[src/rtl/if_fetch_stage.sv]
// Instruction-fetch stage: owns the PC, runs the imem request/ready handshake and
// feeds the fetch/decode register, with a one-word hold buffer for decode stalls.
module if_fetch_stage #(
  parameter int                    WORD_WIDTH = 32,
  parameter logic [WORD_WIDTH-1:0] RESET_PC   = 32'h0000_0000
) (
  input  logic                  clk,
  input  logic                  rstn,
  input  logic                  stall,
  input  logic                  branch,
  input  logic [WORD_WIDTH-1:0] branch_target,
  output logic                  imem_req,
  output logic [WORD_WIDTH-1:0] imem_addr,
  input  logic                  imem_ready,
  input  logic [WORD_WIDTH-1:0] imem_rdata,
  output logic [WORD_WIDTH-1:0] instr_dec,
  output logic [WORD_WIDTH-1:0] pc_dec,
  output logic                  fetch_valid
);

  typedef enum logic [1:0] {START, FETCH, WAIT, HOLD} state_t;
  typedef enum logic [1:0] {OUT_HOLD, OUT_LOAD, OUT_BUBBLE} out_t;

  localparam logic [WORD_WIDTH-1:0] PC_STEP = WORD_WIDTH'(4);
  localparam logic [WORD_WIDTH-1:0] ALIGN   = ~WORD_WIDTH'(3);

  state_t                state, state_nxt;
  logic [WORD_WIDTH-1:0] pc, pc_nxt;
  logic [WORD_WIDTH-1:0] buf_instr, buf_pc;
  out_t                  out_kind;
  logic [WORD_WIDTH-1:0] ld_instr, ld_pc;
  logic                  capture;

  always_ff @(posedge clk or negedge rstn) begin
    if (!rstn) state <= START;
    else       state <= state_nxt;
  end

  always_comb begin
    state_nxt = state;
    if (branch) state_nxt = FETCH;
    else begin
      case (state)
        START: state_nxt = FETCH;
        FETCH: if (!stall && !imem_ready) state_nxt = WAIT;
        WAIT:  if (imem_ready) state_nxt = stall ? HOLD : FETCH;
        HOLD:  if (!stall) state_nxt = FETCH;
        default: state_nxt = START;
      endcase
    end
  end

  // Once a WAIT request is up it stays up through stalls so the address never moves.
  always_comb begin
    imem_req = 1'b0;
    case (state)
      FETCH:   imem_req = ~stall;
      WAIT:    imem_req = 1'b1;
      default: imem_req = 1'b0;
    endcase
    if (branch) imem_req = 1'b0;
  end

  always_comb begin
    out_kind = OUT_HOLD;
    ld_instr = imem_rdata;
    ld_pc    = pc;
    pc_nxt   = pc;
    capture  = 1'b0;
    if (branch) begin
      out_kind = OUT_BUBBLE;
      pc_nxt   = branch_target & ALIGN;
    end else begin
      case (state)
        FETCH: if (!stall) begin
          out_kind = imem_ready ? OUT_LOAD : OUT_BUBBLE;
          if (imem_ready) pc_nxt = pc + PC_STEP;
        end
        WAIT: begin
          if (imem_ready) begin
            pc_nxt   = pc + PC_STEP;
            capture  = stall;
            out_kind = stall ? OUT_HOLD : OUT_LOAD;
          end else if (!stall) begin
            out_kind = OUT_BUBBLE;
          end
        end
        HOLD: if (!stall) begin
          out_kind = OUT_LOAD;
          ld_instr = buf_instr;
          ld_pc    = buf_pc;
        end
        default: ;
      endcase
    end
  end

  always_ff @(posedge clk or negedge rstn) begin
    if (!rstn) begin
      pc          <= RESET_PC;
      instr_dec   <= '0;
      pc_dec      <= '0;
      fetch_valid <= 1'b0;
      buf_instr   <= '0;
      buf_pc      <= '0;
    end else begin
      pc <= pc_nxt;
      if (capture) begin
        buf_instr <= imem_rdata;
        buf_pc    <= pc;
      end
      case (out_kind)
        OUT_LOAD: begin
          instr_dec   <= ld_instr;
          pc_dec      <= ld_pc;
          fetch_valid <= 1'b1;
        end
        OUT_BUBBLE: begin
          instr_dec   <= '0;
          pc_dec      <= '0;
          fetch_valid <= 1'b0;
        end
        default: ;
      endcase
    end
  end

  assign imem_addr = pc;

endmodule
[config.mk]
export PLATFORM = sky130hd
export DESIGN_NAME = if_fetch_stage
export DESIGN_NICKNAME = d
export VERILOG_FILES = /design/src/rtl/if_fetch_stage.sv
export SDC_FILE = /design/constraint.sdc
export NUM_CORES = 1
export LEC_CHECK = 0
export ABC_AREA = 1
export CAP_MARGIN = 5
export CELL_PAD_IN_SITES_DETAIL_PLACEMENT = 1
export CELL_PAD_IN_SITES_GLOBAL_PLACEMENT = 1
export CORE_AREA = 2 2 146 148
export CTS_BUF_LIST = sky130_fd_sc_hd__clkbuf_8
export DETAILED_ROUTE_END_ITERATION = 8
export DIE_AREA = 0 0 148 150
export PLACE_DENSITY_LB_ADDON = 0.1
export SETUP_SLACK_MARGIN = 0.5
export SLEW_MARGIN = 10
export SYNTH_ARGS = -nofsm -noshare
export SYNTH_HDL_FRONTEND = slang
export SYNTH_SLANG_ARGS = --single-unit
[constraint.sdc]
create_clock -name clk -period 2.58 [get_ports clk]
set_clock_uncertainty 0.05 [all_clocks]
set_input_delay 0.516 -clock clk [delete_from_list [all_inputs] [get_ports clk]]
set_output_delay 0.516 -clock clk [all_outputs]
set_load 0.01 [all_outputs]
==> flow_summary.json, run 1 <==
{
  "num_vias": 7307,
  "io-pin-count": 167,
  "ys.flop_type": "dfrtp_1",
  "avgSynthCellArea_um2": 7.75,
  "cts_tree": "yes",
  "clockBufferDepth": 2,
  "status": "complete, no violations",
  "switching_share_pct": 37.8,
  "multi_input_area_mm2": 0.00353,
  "die_area_mm2": 0.0222,
  "drv_cap": 0,
  "critPathLaunchType": "flip-flop",
  "r2r_cells": 13,
  "r2r_slack_ps": 330,
  "gp_congestion": 0.826,
  "rsz0062_at_grt": "true",
  "diodes": 0,
  "yosysSeqAreaShare_pct": 51.0,
  "fin_setup_tns_ps": 0,
  "die_w_um": 148,
  "final-hold-violation-count": 0,
  "ys_ff_latch": 157,
  "wl_per_cell_um": 16.5,
  "start_util_pct": 37.2,
  "synth.most_common_cell": "nand2_1",
  "fmax_ghz": 0.444,
  "overflow": 0,
  "fillers": 2484,
  "crit_type": "flip-flop to flip-flop",
  "synthTopCellsByCount": "324 x nand2_1, 157 x dfrtp_1, 118 x o21ai_0",
  "via_per_inst": 4.96,
  "placedCellCount": 1412,
  "dr.pass1.iters": 4,
  "coreArea_mm2": 0.0207,
  "syn_inst": 994,
  "port_buffers": 160,
  "drive_above_1_share_pct": 18.5,
  "power_frac_clock_pct": 18.2,
  "maxSlewViolCount": 0,
  "required_ps": 2940,
  "antenna_found_initial": 0,
  "cts_hold_buffers": 0,
  "slew_headroom_pct": 55.6,
  "async_flop_share_pct": 100,
  "vdd_ir_drop_max_mv": 0.330,
  "worstMarginPinSlew_ps": 666,
  "yosys_warnings": 0,
  "track_usage_pct": 21.9,
  "layout_min_cycle_time_ps": 2250,
  "rr_startpoint": "state[1]",
  "seq_power_share_pct": 39.3,
  "switching_power_mw": 3.78,
  "post-route-period-util_pct": 87.2,
  "worst-path-max-fanout": 8,
  "crit_chain": "inv_2 -> ha_4 -> inv_2 -> a211oi_2 -> o21ai_1 -> ha_2 -> nor2_4 -> buf_12 -> inv_16 -> clkbuf_16 -> a21oi_2 -> o21ai_1 -> nand2_1",
  "cellPowerDensity_mw_per_mm2": 913,
  "crit_family": "buffers and inverters",
  "postRouteAntennaNets": 0,
  "drc": 0,
  "cts_buffers": 17,
  "cts-root-buf": "clkbuf_8",
  "worstSetupEndpointType": "flip-flop",
  "die_h_um": 150,
  "area_growth_pct": 42.3,
  "synth_edf_count": 0,
  "hold_path_class": "input pin to async pin",
  "clkTransAtPathRegs_ps": 100,
  "worstSkewPairLatency_ps": 460,
  "cts.sinks": 157,
  "synth.distinct_cells": 32,
  "total_leakage_power_nw": 5.12,
  "cp_slowest_cell": "dfrtp_2",
  "yosysTopAreaCell": "dfrtp_1",
  "power_frac_comb_pct": 42.6,
  "grt_pass1_wl_um": 38500,
  "p_int_mw": 6.22,
  "finalWirelength_um": 24300,
  "synth_area_leaders": "dfrtp_1 51%, nand2_1 16%, o21ai_0 7.7%, a21oi_1 4.4%, nor2_1 4.0%",
  "grt_pass1_vias": 7320,
  "crit_buf_inv": 5,
  "dp.final_hpwl_um": 16400,
  "rows": 53,
  "grt_max_degree": 66,
  "arrival_ps": 2610,
  "final_net_count": 1261,
  "instances_no_fill": 1472,
  "finalSetupViolCount": 0,
  "synth.cell_area_mm2": 0.00770,
  "drtIter0Drc": 282,
  "cts_max_level": 4,
  "synth_top_area_share_pct": 51.0,
  "regArea_mm2": 0.00396,
  "timing.rr.end": "pc_dec[28]",
  "cp_slowest_stage_delay_ps": 430
}
worst max path at each step:
| stage | from | to | cells past startpoint |
|---|---|---|---|
| 6_report | state[1] | pc_dec[28] | 13 |
| 5_1_grt | state[1] | pc_dec[30] | 13 |
| 4_1_cts | state[0] | imem_req | 5 |
| 3_5_place_dp | imem_ready | instr_dec[7] | 11 |
| 3_3_place_gp | imem_ready | instr_dec[10] | 11 |
| 2_1_floorplan | state[0] | pc_dec[2] | 13 |
power groups by stage:
stage	Combinational (mW)	Sequential (mW)	Clock, mW
after floorplan	1.49	4.07	0
after global placement	3.50	3.95	0
after detailed placement	3.58	3.97	0
after CTS	3.82	3.94	1.87
after global routing	4.68	4.04	1.98
final	4.26	3.93	1.82
kinds of logic after synthesis:
logic type	Yosys count	share of synthesized area, %
compound gates	226	15.1
xor+xnor	2	0.227
fa+ha+maj	7	1.14
buf+inv	139	8.17
flops	157	51.0
other cells	1	0.0487
simple gates	462	24.3
worst register-to-register path, cell delays in order (launching register included):
cell and delay [ps]:
dfrtp_2 430, inv_2 120, ha_4 150, inv_2 40, a211oi_2 210, o21ai_1 110, ha_2 310, nor2_4 130
buf_12 150, inv_16 60, clkbuf_16 170, a21oi_2 120, o21ai_1 80, nand2_1 60
placed cells by master (no fill, tap or decap), types with 3 or more instances in the layout:
cell type | Yosys | routed
dfrtp_1 | 157 | 132
buf_6 | 8 | 5
dfrtp_2 | 0 | 25
inv_6 | 0 | 4
nor2_1 | 83 | 81
nand2_1 | 324 | 322
a21oi_4 | 0 | 5
o22ai_1 | 6 | 6
nor2_2 | 4 | 5
ha_4 | 0 | 4
inv_2 | 4 | 8
conb_1 | 1 | 4
nand2_2 | 3 | 4
o211ai_1 | 4 | 4
dlymetal6s2s_1 | 0 | 4
nand3_1 | 34 | 34
buf_12 | 0 | 14
o21ai_0 | 118 | 56
clkbuf_8 | 0 | 18
o21ai_2 | 0 | 7
clkinvlp_4 | 0 | 6
nor2_4 | 4 | 5
nand4_1 | 3 | 3
inv_1 | 80 | 74
buf_4 | 6 | 36
a21oi_2 | 0 | 51
clkdlybuf4s50_1 | 0 | 152
o21ai_1 | 22 | 77
clkbuf_16 | 0 | 5
inv_8 | 0 | 3
a21oi_1 | 68 | 12
stage by stage:
stage	util, %	instance area (um2)	power [mW]	hold WS [ps]	setup WS (ps)
after global placement	47.2	9760	7.44	411	-30.4
final	53.0	11000	10.0	2.05	330
after CTS	50.1	10400	9.62	15.5	300
after detailed placement	47.2	9760	7.55	417	-90.6
after global routing	53.0	11000	10.7	14.4	215
after floorplan	-	7760	5.57	170	455
what timing repair did:
action | 4_1_cts | 5_1_grt
setup buffers | 9 | 11
endpoints found under the setup margin | 79 | 90
pin swaps | 2 | 14
cloned | 2 | 7
resized for setup | 50 | 158
flip-flops by register name, indices dropped and copies added (netlist names):
register     flops
fetch_valid      1
buf_instr       32
state            2
instr_dec       32
pc_dec          30
imem_addr       30
buf_pc          30
area by class of cell:
type	count	area share (%)
Inverter	85	3.12
Timing Repair Buffer	221	21.7
Clock inverter	13	1.22
Multi-Input combinational cell	701	32.3
Sequential cell	157	36.1
Clock buffer	18	2.26
Timing Repair inverter	2	0.148
Tap cell	275	3.14
layer usage:
layer,track usage [%],vias up,wire (um)
met5,0,-,0
met2,36.9,149,11900
met3,3.60,21,860
met1,29.8,3570,11300
li1,-,3567,-
met4,5.14,0,255
Note: power is estimated with default switching activity, not from simulation.
==> run 2, diff against run 1 <==
--- a/config.mk
+++ b/config.mk
@@ -13,7 +13,7 @@
 export CTS_BUF_LIST = sky130_fd_sc_hd__clkbuf_8
 export DETAILED_ROUTE_END_ITERATION = 8
 export DIE_AREA = 0 0 148 150
-export PLACE_DENSITY_LB_ADDON = 0.1
+export PLACE_DENSITY_LB_ADDON = 0.2
 export SETUP_SLACK_MARGIN = 0.5
 export SLEW_MARGIN = 10
 export SYNTH_ARGS = -nofsm -noshare
==> run 2 against run 1 <==
Die area is the same. Cell count decreased by 0.14%. Routed wire length increased by 4.5%. Via count is 0.68% higher. Critical path depth grew 1. Register-to-register slack about the same. Count of clock-buffer cells in the layout up 1. Sequential cell count unchanged. First-iteration DRC count rose by 42%. Critical path type unchanged.
==> flow_summary.json, run 2 (synthesis results as in run 1) <==
{
  "status": "complete, no violations",
  "die_w_um": 148,
  "die_h_um": 150,
  "track_usage_pct": 22.4,
  "cellPowerDensity_mw_per_mm2": 957,
  "seq_power_share_pct": 37.3,
  "whs_ps": 430,
  "r2r_cells": 14,
  "grt_max_degree": 75,
  "cts.sinks": 157,
  "cp_slowest_stage_delay_ps": 430,
  "p_int_mw": 6.77,
  "drv_cap": 0,
  "dr.pass1.iters": 4,
  "rr_startpoint": "state[1]",
  "drc": 0,
  "largestRegisters": "buf_instr (32), instr_dec (32)",
  "via_per_inst": 5.00,
  "postRouteAntennaNets": 0,
  "slew_headroom_pct": 59.6,
  "crit_type": "flip-flop to flip-flop",
  "worst_hold_path.endpoint": "instr_dec[8]",
  "dp.final_hpwl_um": 16100,
  "gp_congestion": 0.834,
  "overflow": 0,
  "placedCellCount": 1411,
  "grt_pass1_vias": 7418,
  "fmax_ghz": 0.444,
  "worstSetupEndpointType": "flip-flop",
  "antenna_found_initial": 0,
  "area_growth_pct": 43.8,
  "final_net_count": 1258,
  "worstMarginPinSlew_ps": 606,
  "cts_tree": "yes",
  "coreArea_mm2": 0.0207,
  "instances_no_fill": 1470,
  "setup_slack_ps": 330,
  "hold_path_class": "flip-flop to flip-flop",
  "crit_buf_inv": 6,
  "rsz0062_at_grt": "true",
  "place_worst_setup_slack_ps": -75.2,
  "timing.rr.end": "instr_dec[2]",
  "arrival_ps": 2600,
  "critPathLaunchType": "flip-flop",
  "r2r_slack_ps": 330,
  "post-route-period-util_pct": 87.2,
  "cts-root-buf": "clkbuf_8",
  "drtIter0Drc": 401,
  "clockBufferDepth": 2,
  "layout_min_cycle_time_ps": 2250,
  "die_area_mm2": 0.0222,
  "cp_slowest_cell": "dfrtp_1",
  "total_leakage_power_nw": 5.18,
  "hp-start": "instr_dec[8]",
  "start_util_pct": 37.2,
  "worstSkewPairLatency_ps": 460,
  "cts_buffers": 17,
  "final-hold-violation-count": 0,
  "finalWirelength_um": 25400,
  "wl_per_cell_um": 17.3,
  "drive_above_1_share_pct": 17.8,
  "num_vias": 7357,
  "vdd_ir_drop_max_mv": 0.427,
  "rows": 53,
  "hold-path-cell-count": 2,
  "power_frac_clock_pct": 21.5,
  "worst-path-max-fanout": 6,
  "switching_share_pct": 36.1,
  "switching_power_mw": 3.83,
  "maxSlewViolCount": 0,
  "required_ps": 2930,
  "utilization_pct": 53.5,
  "final_common_cell": "nand2_1",
  "grt_pass1_wl_um": 39200,
  "port_buffers": 160,
  "crit_chain": "inv_2 -> ha_4 -> inv_2 -> nand2_2 -> inv_2 -> o31ai_2 -> ha_2 -> nor2_4 -> buf_12 -> inv_16 -> clkbuf_16 -> a21oi_2 -> o21ai_1 -> nand2_1",
  "crit_family": "buffers and inverters",
  "cts_max_level": 4,
  "diodes": 0,
  "finalPower_mw": 10.6,
  "crit_path_frequent_cell": "inv_2",
  "clkTransAtPathRegs_ps": 90,
  "io-pin-count": 167,
  "mostFrequentLayoutCells": "322 x nand2_1, 153 x clkdlybuf4s50_1, 134 x dfrtp_1",
  "finalSetupViolCount": 0,
  "power_frac_comb_pct": 41.2
}
## run 2: cell types whose count changed in the layout (fill, tap and decap cells not counted), sizes merged
| cell | before | now |
|---|---|---|
| clkbuf | 23 | 24 |
| inv | 91 | 89 |
| bufinv | 1 | 6 |
| clkdlybuf4s50 | 152 | 153 |
| clkinvlp | 7 | 3 |
| buf | 58 | 55 |
| dlygate4sd3 | 0 | 1 |
| dlygate4sd2 | 2 | 1 |
## run 2: how the worst max path moves through the flow
| stage | from | endpoint | slack (ps) | depth (start not counted) |
|---|---|---|---|---|
| 2_1_floorplan | state[0] | pc_dec[2] | 450 | 13 |
| 3_3_place_gp | imem_ready | pc_dec[19] | -30 | 11 |
| 3_5_place_dp | imem_ready | instr_dec[28] | -80 | 11 |
| 4_1_cts | state[1] | imem_req | 350 | 5 |
| 5_1_grt | state[1] | instr_dec[18] | 210 | 14 |
| 6_report | state[1] | instr_dec[2] | 330 | 14 |
## run 2: layer usage
| layer | vias up | global-route usage (%) | wire (um) |
|---|---|---|---|
| met3 | 25 | 3.57 | 1050 |
| met2 | 150 | 36.5 | 12200 |
| met5 | - | 0 | 0 |
| li1 | 3580 | - | - |
| met4 | 0 | 5.43 | 278 |
| met1 | 3602 | 31.3 | 11800 |
## run 2: metrics by stage
stage	instance area, um2	TNS (ps)
6_report	11100	0
5_1_grt	11100	0
4_1_cts	10500	0
3_5_place_dp	9710	-1670
3_3_place_gp	9710	-58.1
2_1_floorplan	7760	0
## run 2: worst min-delay path, cell delays in order (launching register included)
cell     delay (ps)
dfrtp_1         350
nand2_1          50
nand2_1          40
## run 2: power by group through the flow
stage	sequential [mW]	combinational [mW]	clock, mW
after floorplan	4.07	1.49	0
after global placement	3.94	3.48	0
after detailed placement	3.96	3.57	0
after CTS	3.94	3.85	2.34
after global routing	4.08	4.79	2.45
final	3.95	4.37	2.28
## run 2: cell type report
type	instances	area, um2
multi-input cells	701	3500
clock buffers	19	262
inverters	85	342
well taps	275	344
repair buffers	219	2420
flip-flops and latches	157	3960
repair inverters	1	20.0
fillers	2471	9610
clock inverters	13	234
## run 2: timing repair
action                                  in CTS  in global routing
setup buffers                                4                 10
cloned                                       4                  8
hold endpoints to repair                    49                  0
resized for setup                           57                156
hold buffers                                 1                  0
pin swaps                                    3                 18
endpoints found under the setup margin      78                 92
==> run 3, diff against run 2 <==
--- a/config.mk
+++ b/config.mk
@@ -9,10 +9,10 @@
 export CAP_MARGIN = 5
 export CELL_PAD_IN_SITES_DETAIL_PLACEMENT = 1
 export CELL_PAD_IN_SITES_GLOBAL_PLACEMENT = 1
-export CORE_AREA = 2 2 146 148
-export CTS_BUF_LIST = sky130_fd_sc_hd__clkbuf_8
+export CORE_AREA = 2 2 156 158
 export DETAILED_ROUTE_END_ITERATION = 8
-export DIE_AREA = 0 0 148 150
+export DIE_AREA = 0 0 158 160
+export GPL_TIMING_DRIVEN = 0
 export PLACE_DENSITY_LB_ADDON = 0.2
 export SETUP_SLACK_MARGIN = 0.5
 export SLEW_MARGIN = 10
==> constraint.sdc (replaced) <==
create_clock -name clk -period 1.9 [get_ports clk]
set_clock_uncertainty 0.05 [all_clocks]
set_input_delay 0.38 -clock clk [delete_from_list [all_inputs] [get_ports clk]]
set_output_delay 0.38 -clock clk [all_outputs]
set_load 0.01 [all_outputs]
==> run 3 against run 2 <==
The flow now finishes with violations (hold timing, setup timing). Critical path depth did not move. Power up 48%. Cell count is 8.4% higher. Die area up 14%. Worst hold slack lost 600 ps. Critical path type unchanged. Critical endpoint is now pc_dec[17].
==> flow_summary.json, run 3 (synthesis results as in run 1) <==
{
  "status": "finished with violations",
  "violations": "hold timing, setup timing",
  "total_leakage_power_nw": 5.65,
  "required_ps": 2210,
  "finalWirelength_um": 29300,
  "multi_input_area_mm2": 0.00370,
  "cts_max_level": 4,
  "dpl-instance-area_mm2": 0.00990,
  "final_cell_area_mm2": 0.0119,
  "fmax_ghz": 0.423,
  "vdd_ir_drop_max_mv": 0.584,
  "drtIter0Drc": 513,
  "cts_tree": "yes",
  "crit_type": "flip-flop to flip-flop",
  "via_per_inst": 4.93,
  "post-route-period-util_pct": 125,
  "wl_per_cell_um": 18.4,
  "rsz0062_at_grt": "true",
  "die_h_um": 160,
  "num_vias": 7849,
  "grt_max_degree": 100,
  "diodes": 0,
  "slew_headroom_pct": 62.6,
  "clockBufferDepth": 2,
  "r2r_cells": 14,
  "cts_buffers": 17,
  "drive_above_1_share_pct": 29.1,
  "overflow": 0,
  "final_common_cell": "nand2_1",
  "maxSlewViolCount": 0,
  "whs_ps": -173,
  "port_buffers": 160,
  "die_w_um": 158,
  "finalSetupViolCount": 64,
  "hold_path_class": "input pin to async pin",
  "worst-path-max-fanout": 7,
  "crit_buf_inv": 6,
  "dr.pass1.iters": 4,
  "worstSkewPairLatency_ps": 430,
  "setup_slack_ps": -466,
  "gp_congestion": 0.868,
  "final_net_count": 1333,
  "io-pin-count": 167,
  "start_util_pct": 32.3,
  "grt_pass1_vias": 8248,
  "rows": 57,
  "clkTransAtPathRegs_ps": 70,
  "dp.final_hpwl_um": 19500,
  "drc": 0,
  "cp_slowest_stage_delay_ps": 390,
  "mostFrequentLayoutCells": "314 x nand2_1, 137 x dfrtp_1, 104 x clkdlybuf4s50_1",
  "antenna_found_initial": 0,
  "cts.sinks": 157,
  "area_growth_pct": 55.0,
  "cts-root-buf": "clkbuf_16",
  "largestRegisters": "buf_instr (32), instr_dec (32)",
  "worstMarginPinSlew_ps": 561,
  "worstSetupEndpointType": "flip-flop",
  "grt_pass1_wl_um": 45800,
  "rr_startpoint": "state[1]",
  "final-hold-violation-count": 58,
  "timing.rr.end": "pc_dec[17]",
  "crit_cells": 14,
  "placedCellCount": 1482,
  "drv_cap": 0,
  "instances_no_fill": 1593,
  "track_usage_pct": 23.5,
  "crit_family": "buffers and inverters",
  "arrival_ps": 2680,
  "cp_slowest_cell": "dfrtp_2",
  "crit_start": "state[1]",
  "regArea_mm2": 0.00395,
  "cellPowerDensity_mw_per_mm2": 1310,
  "fillers": 2877,
  "die_area_mm2": 0.0253,
  "r2r_slack_ps": -470,
  "postRouteAntennaNets": 0,
  "critPathLaunchType": "flip-flop",
  "crit_chain": "buf_6 -> ha_4 -> inv_4 -> a211oi_2 -> o21ai_2 -> ha_4 -> buf_8 -> nor2_4 -> inv_6 -> buf_6 -> clkbuf_8 -> a21oi_4 -> o21ai_2 -> nand2_1",
  "layout_min_cycle_time_ps": 2370,
  "coreArea_mm2": 0.0238
}
==> run 3: per-stage QoR <==
stage | util, % | power [mW] | hold slack [ps] | setup slack [ps] | setup TNS (ps)
final | 50.1 | 15.6 | -173 | -466 | -24230
after global routing | 50.1 | 16.5 | -141 | -546 | -30560
after CTS | 49.0 | 15.4 | -160 | -407 | -21500
after detailed placement | 41.5 | 10.4 | 303 | -1470 | -109570
after global placement | 41.4 | 10.2 | 411 | -6460 | -1116070
after floorplan | - | 7.64 | 34.4 | -222 | -12890
==> run 3: area by class of cell <==
type	count	area share [%]
timing repair buffer	241	19.8
tap	324	3.39
sequential	157	33.1
clock inverter	12	1.55
inverter	85	2.90
multi-input combinational	701	31.0
clock buffer	19	3.79
buffer	54	4.46
==> run 3: repair_timing <==
action,4_1_cts,5_1_grt
pin swaps,27,23
gates resized for setup,414,73
setup buffers,63,9
endpoints found under the setup margin,251,251
gates cloned,7,1
hold endpoints to repair,58,58
==> run 3: worst register-to-register path, delay by kind of cell, from the launching register on <==
family / cells / cell delay [ps]
compound gates: 4 / 540
fa+ha+maj: 2 / 410
buf+inv: 6 / 690
flops: 1 / 390
simple gates: 2 / 230
==> run 3: how the worst max path moves through the flow <==
stage	to	slack, ps
final	pc_dec[17]	-470
after floorplan	pc_dec[2]	-220
after global placement	imem_addr[22]	-6460
after CTS	instr_dec[7]	-410
after global routing	pc_dec[16]	-550
after detailed placement	pc_dec[16]	-1470
==> run 3: layer usage <==
layer | global-route usage (%) | vias up | routed length, um | share of wire (%)
li1 | - | 3716 | - | -
met1 | 31.1 | 3929 | 13400 | 46
met2 | 39.6 | 178 | 14300 | 49
met3 | 3.80 | 26 | 1180 | 4.0
met4 | 6.59 | 0 | 394 | 1.3
met5 | 0 | - | 0 | 0
==> run 3: power breakdown <==
group | total, mW | internal (mW) | leakage (nW) | switching [mW]
combinational | 6.61 | 3.18 | 3.35 | 3.43
clock | 3.76 | 2.28 | 0.298 | 1.48
sequential | 5.27 | 4.52 | 2.00 | 0.757
total | 15.6 | 9.97 | 5.65 | 5.66
==> patch (config.mk and constraints of run 1) <==
`WORD_WIDTH`: 32 -> 36.
--- a/src/rtl/if_fetch_stage.sv
+++ b/src/rtl/if_fetch_stage.sv
@@ -3,3 +3,3 @@
 module if_fetch_stage #(
-  parameter int                    WORD_WIDTH = 32,
+  parameter int                    WORD_WIDTH = 36,
   parameter logic [WORD_WIDTH-1:0] RESET_PC   = 32'h0000_0000
Ports: changed (5 resized); port bits go from 167 to 187. The function was not compared with the original's and may differ.
==> patch against run 1 <==
- sequential cell count up 20
- power up 11%
- critical path type unchanged
- combinational power up 14%
- synthesized area up 15%
- sequential share of layout area up 0.28 points
- final area up 12%
- routed wire length up 23%
- worst setup slack worse by 0.0038 ns
==> patch: results <==
placed_design:
  dp_worst_setup_slack_ns: -0.0654
  hpwlAfterDp_um: 19200
  place.gp.congestion: 0.861
  numPortBuffers: 180
  placed_cells: 1611
setup_path:
  crit_arrival_ns: 2.60
  r2r_start: "state[0]"
  cp_max_fo: 5
  startpoint: "state[0]"
final_layout:
  final_cells: 1684
  n_fill_cell: 2540
  reg_top3: "buf_instr (36), instr_dec (36)"
  nMultiInputCombCells: 855
  final-nonclk-buf-share: 0.216
  clkCellAreaFrac: 0.0308
  seq_area_um2: 4460
  n_all_buffers: 248
grt:
  grt_pass1_vias: 8909
  grtUsageMet3: 0.0308
  grt_pass1_wl_um: 45700
  grt_use_total: 0.260
  grt_use_met1: 0.337
  grt_start_max_net_pins: 75
logic_synthesis:
  synth_area_leaders: "dfrtp_1 50%, nand2_1 17%, o21ai_0 7.0%"
  synth_compound_area_frac: 0.126
  synth_fa_ha_area_frac: 0.00985
  postSynthCellCount: 1189
  synthTopCellsByCount: "413 x nand2_1, 177 x dfrtp_1, 146 x nor2_1"
  synth_xor_area_frac: 0.00295
clock_network:
  post_cts_resized: 33
  cts_hold_buf: 1
  post_cts_buffers: 12
drt:
  wl_met3_um: 1140
  met1_length_um: 12900
  wl_met2_um: 15200
outcome:
  run_status: "complete, no violations"
power:
  ir_drop_mv: 0.440
==> patch: cell count changes in the layout (fill, tap and decap cells not counted), moves of 16 or more <==
cell,before,now
a21oi_2,51,4
clkdlybuf4s50_1,152,174
dfrtp_1,132,156
inv_1,74,91
nand2_1,322,395
nand2_2,4,20
nor2_1,81,145
o21ai_0,56,103
o21ai_1,77,60
==> patch: power by group <==
| group | total (mW) | leakage [nW] | switching, mW | internal, mW |
|---|---|---|---|---|
| Sequential | 4.40 | 2.26 | 0.672 | 3.72 |
| Clock | 1.90 | 0.186 | 1.17 | 0.727 |
| Combinational | 4.84 | 3.47 | 2.49 | 2.35 |
==> patch: final timing paths <==
kind | to | slack [ns] | cells after the start
min | pc_dec[3] | 0.45 | 2
max reg2reg | instr_dec[18] | 0.33 | 12
max | instr_dec[18] | 0.33 | 12
min in group asynchronous | instr_dec[32] | 0.47 | 2
min reg2reg | pc_dec[3] | 0.45 | 2
max in group asynchronous | buf_instr[15] | 1.33 | 3
